===== config.mk =====
export PLATFORM = sky130hd
export DESIGN_NAME = demux2_stream
export DESIGN_NICKNAME = d
export VERILOG_FILES = /design/src/rtl/demux2_stream.sv
export SDC_FILE = /design/constraint.sdc
export NUM_CORES = 1
export LEC_CHECK = 0
export ABC_AREA = 1
export CAP_MARGIN = 15
export CORE_UTILIZATION = 40
export DETAILED_ROUTE_END_ITERATION = 7
export PLACE_DENSITY_LB_ADDON = 0.15
export SYNTH_ARGS = -nofsm -noshare
export SYNTH_HDL_FRONTEND = slang
export SYNTH_SLANG_ARGS = --single-unit

===== constraint.sdc =====
create_clock -name clk -period 3.3 [get_ports clk]
set_input_delay 0.66 -clock clk [delete_from_list [all_inputs] [get_ports clk]]
set_output_delay 0.66 -clock clk [all_outputs]
set_load 0.02 [all_outputs]

===== src/rtl/demux2_stream.sv =====
// demux2_stream
// Steers each message from one valid/ready input stream to one of two output
// streams, chosen by a per-message select bit. Each output owns a small FIFO,
// so a stalled consumer on one side only blocks input traffic addressed to
// that same side.
//
// Handshake semantics (all ports): a transfer happens on a rising clk edge
// where both val and rdy are 1. A producer holding val=1 keeps msg (and sel)
// stable until the transfer. rdy never depends on the val of the same port.
//
// Ports:
//   clk, rst            clock (rising edge) and asynchronous active-high reset
//   in_val/in_rdy       input handshake; in_rdy reflects the FIFO chosen by in_sel
//   in_sel              destination: 0 -> out0, 1 -> out1
//   in_msg              input payload (p_nbits)
//   out0_val/out0_rdy   out0 handshake; out0_msg is the head of FIFO 0
//   out1_val/out1_rdy   out1 handshake; out1_msg is the head of FIFO 1
//   count0, count1      occupancy of FIFO 0 / FIFO 1
module demux2_stream #(
    parameter int p_nbits = 8,
    parameter int p_depth = 2
) (
    input  logic                       clk,
    input  logic                       rst,
    input  logic                       in_val,
    output logic                       in_rdy,
    input  logic                       in_sel,
    input  logic [p_nbits-1:0]         in_msg,
    output logic                       out0_val,
    input  logic                       out0_rdy,
    output logic [p_nbits-1:0]         out0_msg,
    output logic                       out1_val,
    input  logic                       out1_rdy,
    output logic [p_nbits-1:0]         out1_msg,
    output logic [$clog2(p_depth):0]   count0,
    output logic [$clog2(p_depth):0]   count1
);

    localparam int p_aw = $clog2(p_depth);
    localparam int p_cw = p_aw + 1;
    localparam logic [p_cw-1:0] depth_c = p_cw'(p_depth);

    logic [p_nbits-1:0] mem    [2][p_depth];
    logic [p_aw-1:0]    wr_ptr [2];
    logic [p_aw-1:0]    rd_ptr [2];
    logic [p_cw-1:0]    cnt    [2];

    logic [1:0] full;
    logic [1:0] push;
    logic [1:0] pop;
    logic [1:0] out_rdy;

    assign out_rdy = {out1_rdy, out0_rdy};

    // in_rdy looks only at the current occupancy: a full FIFO whose consumer
    // is popping this cycle still refuses input, so the freed slot becomes
    // usable one cycle later and there is no combinational path from
    // outN_rdy to in_rdy.
    always_comb begin
        full[0] = (cnt[0] == depth_c);
        full[1] = (cnt[1] == depth_c);
        in_rdy  = !rst && !(in_sel ? full[1] : full[0]);
        push[0] = in_val && in_rdy && !in_sel;
        push[1] = in_val && in_rdy && in_sel;
        pop[0]  = (cnt[0] != '0) && out_rdy[0];
        pop[1]  = (cnt[1] != '0) && out_rdy[1];
    end

    always_ff @(posedge clk or posedge rst) begin
        if (rst) begin
            for (int i = 0; i < 2; i++) begin
                wr_ptr[i] <= '0;
                rd_ptr[i] <= '0;
                cnt[i]    <= '0;
                for (int j = 0; j < p_depth; j++) begin
                    mem[i][j] <= '0;
                end
            end
        end else begin
            for (int i = 0; i < 2; i++) begin
                if (push[i]) begin
                    mem[i][wr_ptr[i]] <= in_msg;
                    // p_depth is a power of two, so natural overflow wraps
                    wr_ptr[i]         <= wr_ptr[i] + p_aw'(1);
                end
                if (pop[i]) begin
                    rd_ptr[i] <= rd_ptr[i] + p_aw'(1);
                end
                case ({push[i], pop[i]})
                    2'b10:   cnt[i] <= cnt[i] + p_cw'(1);
                    2'b01:   cnt[i] <= cnt[i] - p_cw'(1);
                    default: cnt[i] <= cnt[i];
                endcase
            end
        end
    end

    // Heads come straight from storage at the read pointer; storage is
    // cleared on reset so the outputs are 0, not X, before any traffic.
    assign out0_val = (cnt[0] != '0);
    assign out1_val = (cnt[1] != '0);
    assign out0_msg = mem[0][rd_ptr[0]];
    assign out1_msg = mem[1][rd_ptr[1]];
    assign count0   = cnt[0];
    assign count1   = cnt[1];

endmodule


==> flow_summary.json <==
{
  "maxSlewViolCount": 0,
  "seqPwrFrac_pct": 38.9,
  "rows": 25,
  "antenna_found_initial": 0,
  "ir_worst_vdd_mv": 0.4044,
  "cts_root_buf": "clkbuf_8",
  "fin_nets": 285,
  "antennaDiodeCount": 0,
  "hold_class": "reg -> reg",
  "dieWidth_um": 72.50,
  "swShare_pct": 41.78,
  "cts_tree": "yes",
  "initial_utilization_pct": 41.82,
  "drt-initial-drc-count": 136,
  "p_clk_share_pct": 12.2,
  "first_pass_iters": 4,
  "grt_pass1_vias": 1481,
  "hold_ws_ns": 0.4706,
  "power_frac_comb_pct": 48.9,
  "multi_input_area_um2": 844.6,
  "grt_start_max_net_pins": 27,
  "ys_seq_area_share_pct": 50.35,
  "grt_remaining_overflow": 0,
  "drive_gt1_share_pct": 8.614,
  "layout_commonest_cell": "nand2_1",
  "status": "complete, no violations",
  "placed_cells": 329,
  "top_level_ports": 37,
  "p_per_area_nw_per_um2": 961.4,
  "max_freq_mhz": 349.7,
  "maxCapViolCount": 0,
  "path_class": "in -> out",
  "synth_top_cell_area_share_pct": 50.35,
  "area_delta_synth_final_pct": 24.29,
  "rsz0062_at_grt": "false",
  "start_kind": "input pin",
  "ys_ff_latch": 40,
  "cts.repair.resized": 0,
  "routedWlPerCell_um": 12.77,
  "static-leakage-power_nw": 1.185,
  "via_count": 1581,
  "drcViolationCount": 0,
  "synth.avg_cell_area_um2": 8.644,
  "setup-violations-final": 0,
  "final_cell_mix": "nand2_1 (97), dfrtp_1 (40), clkdlybuf4s50_1 (36)",
  "cts_setup_buffers": 0,
  "portBuffers": 36,
  "core_area_um2": 4755,
  "yosys_warnings": 0,
  "clock-sinks": 40,
  "synth.distinct_cells": 23,
  "place_ws_ns": 0.4485,
  "holdBufCountCts": 0,
  "clk_pin_slew_ns": 0.07,
  "yosys-top-cells-area": "dfrtp_1 (50%), nand2_1 (18%), o21ai_0 (6.0%), nand4_1 (5.0%), nand4_4 (3.2%)",
  "hold_violations": 0,
  "final-seq-area_um2": 1001,
  "vias_per_cell": 4.734,
  "power_mw": 2.376,
  "maxSlewHeadroom_pct": 67.36,
  "critPathArrivalTime_ns": 2.20,
  "cts.path.max_buffers": 2,
  "wirelength_um": 4266,
  "crit_fanout": 3,
  "die_h_um": 72.50,
  "grt_pass1_wl_um": 7307,
  "worst_pin_slew_ns": 0.4897,
  "ant_nets": 0,
  "grt_usage_pct": 18.46,
  "post-route-period-util_pct": 86.66,
  "place_congestion": 0.7254,
  "hpwl_um": 2902,
  "clk_latency_ns": 0.29,
  "period_needed_ns": 2.860,
  "synth_area_um2": 1988,
  "crit_required_ns": 2.64,
  "cts_max_level": 2,
  "endpoint_kind": "output port",
  "switching_power_uw": 992.6,
  "synth_top_area_cell": "dfrtp_1",
  "syn_nets": 246,
  "dieArea_um2": 5256,
  "finalSetupTns_ns": 0,
  "intPower_mw": 1.383,
  "cts_buffers": 5,
  "syn_inst": 230,
  "finalNonFillerCells": 334,
  "nFillCells": 473,
  "clock_skew_ns": 0.004567,
  "finalWorstSetupSlack_ns": 0.4403
}
-- layer usage --
| layer | routed length [um] | vias up | GRT usage, % | share of wire (%) |
|---|---|---|---|---|
| met5 | 0 | - | 0 | 0 |
| met4 | 63 | 0 | 6.536 | 1.5 |
| met3 | 255 | 7 | 4.167 | 6.0 |
| met2 | 1839 | 44 | 27.62 | 43 |
| met1 | 2108 | 721 | 26.33 | 49 |
| li1 | - | 809 | - | - |
-- cell type report --
type                       instances  share of cell area, %
clock buffer                       5                  2.785
multi-input combinational        161                  34.18
timing repair buffer              41                  16.10
inverter                          20                  3.038
sequential                        40                  40.51
tap                               67                  3.392
-- through the flow --
stage	cell area [um2]	utilization [%]
6_report	2471	51.97
5_1_grt	2471	51.97
4_1_cts	2471	51.97
3_5_place_dp	2402	50.53
3_3_place_gp	2402	50.53
2_1_floorplan	1988	-
-- sequential cells by signal, summed over array words and instances, names as in the netlist --
name	flops
count0	2
mem	32
wr_ptr	2
rd_ptr	2
count1	2
-- cells by family (layout without fill, tap and decap cells) --
logic type	Yosys count	in the layout	synth area share, %
buffers and inverters	29	66	7.174
XOR/XNOR	7	7	3.084
flip-flops	40	40	50.35
AO/OA/AOI/OAI	28	28	7.426
AND/OR/NAND/NOR	124	124	30.71
adder cells (fa/ha/maj)	2	2	1.258
-- synth_stat cells --
| library cell | instances |
|---|---|
| nand4_1 | 16 |
| nor2_8 | 1 |
| clkinv_1 | 3 |
| dfrtp_1 | 40 |
| nand2_1 | 97 |
| buf_6 | 2 |
| o21ai_2 | 2 |
| xor2_1 | 4 |
| buf_8 | 1 |
| buf_2 | 3 |
| o21ai_0 | 24 |
| nand3_2 | 2 |
| clkbuf_1 | 2 |
| ha_1 | 2 |
| inv_1 | 15 |
| buf_4 | 1 |
| nand4_4 | 3 |
| inv_2 | 2 |
| xnor2_1 | 3 |
| nor2_1 | 1 |
| nor2_4 | 3 |
| nand3_1 | 1 |
| a21oi_1 | 2 |
-- power groups by stage --
| stage | Combinational (mW) | Clock, mW | Sequential, mW |
|---|---|---|---|
| final | 1.16 | 0.290 | 0.925 |
| after global routing | 1.29 | 0.322 | 0.964 |
| after CTS | 1.18 | 0.304 | 0.927 |
| after detailed placement | 1.17 | 0 | 0.933 |
| after global placement | 1.16 | 0 | 0.935 |
| after floorplan | 0.746 | 0 | 0.871 |
-- path summary, 6_finish.rpt --
kind | cells past startpoint | from | endpoint | slack [ns]
worst max-delay path | 6 | in_sel | in_rdy | 0.44
worst min-delay path | 2 | mem[15]$_DFFE_PP0P_ | mem[15]$_DFFE_PP0P_ | 0.47
worst max register to register | 9 | count1[0]$_DFFE_PP0P_ | count1[1]$_DFFE_PP0P_ | 1.61
worst min register to register | 2 | mem[15]$_DFFE_PP0P_ | mem[15]$_DFFE_PP0P_ | 0.47
max in group asynchronous | 4 | rst | mem[26]$_DFFE_PP0P_ | 1.91
min in group asynchronous | 3 | rst | mem[14]$_DFFE_PP0P_ | 0.77
-- critical path, stage by stage --
cell	delay, ns
clkdlybuf4s50_1	0.52
inv_2	0.08
nand2_1	0.06
nor2_1	0.06
nor2_4	0.19
clkdlybuf4s50_1	0.63
No activity file was read; power rests on OpenSTA's default activity.
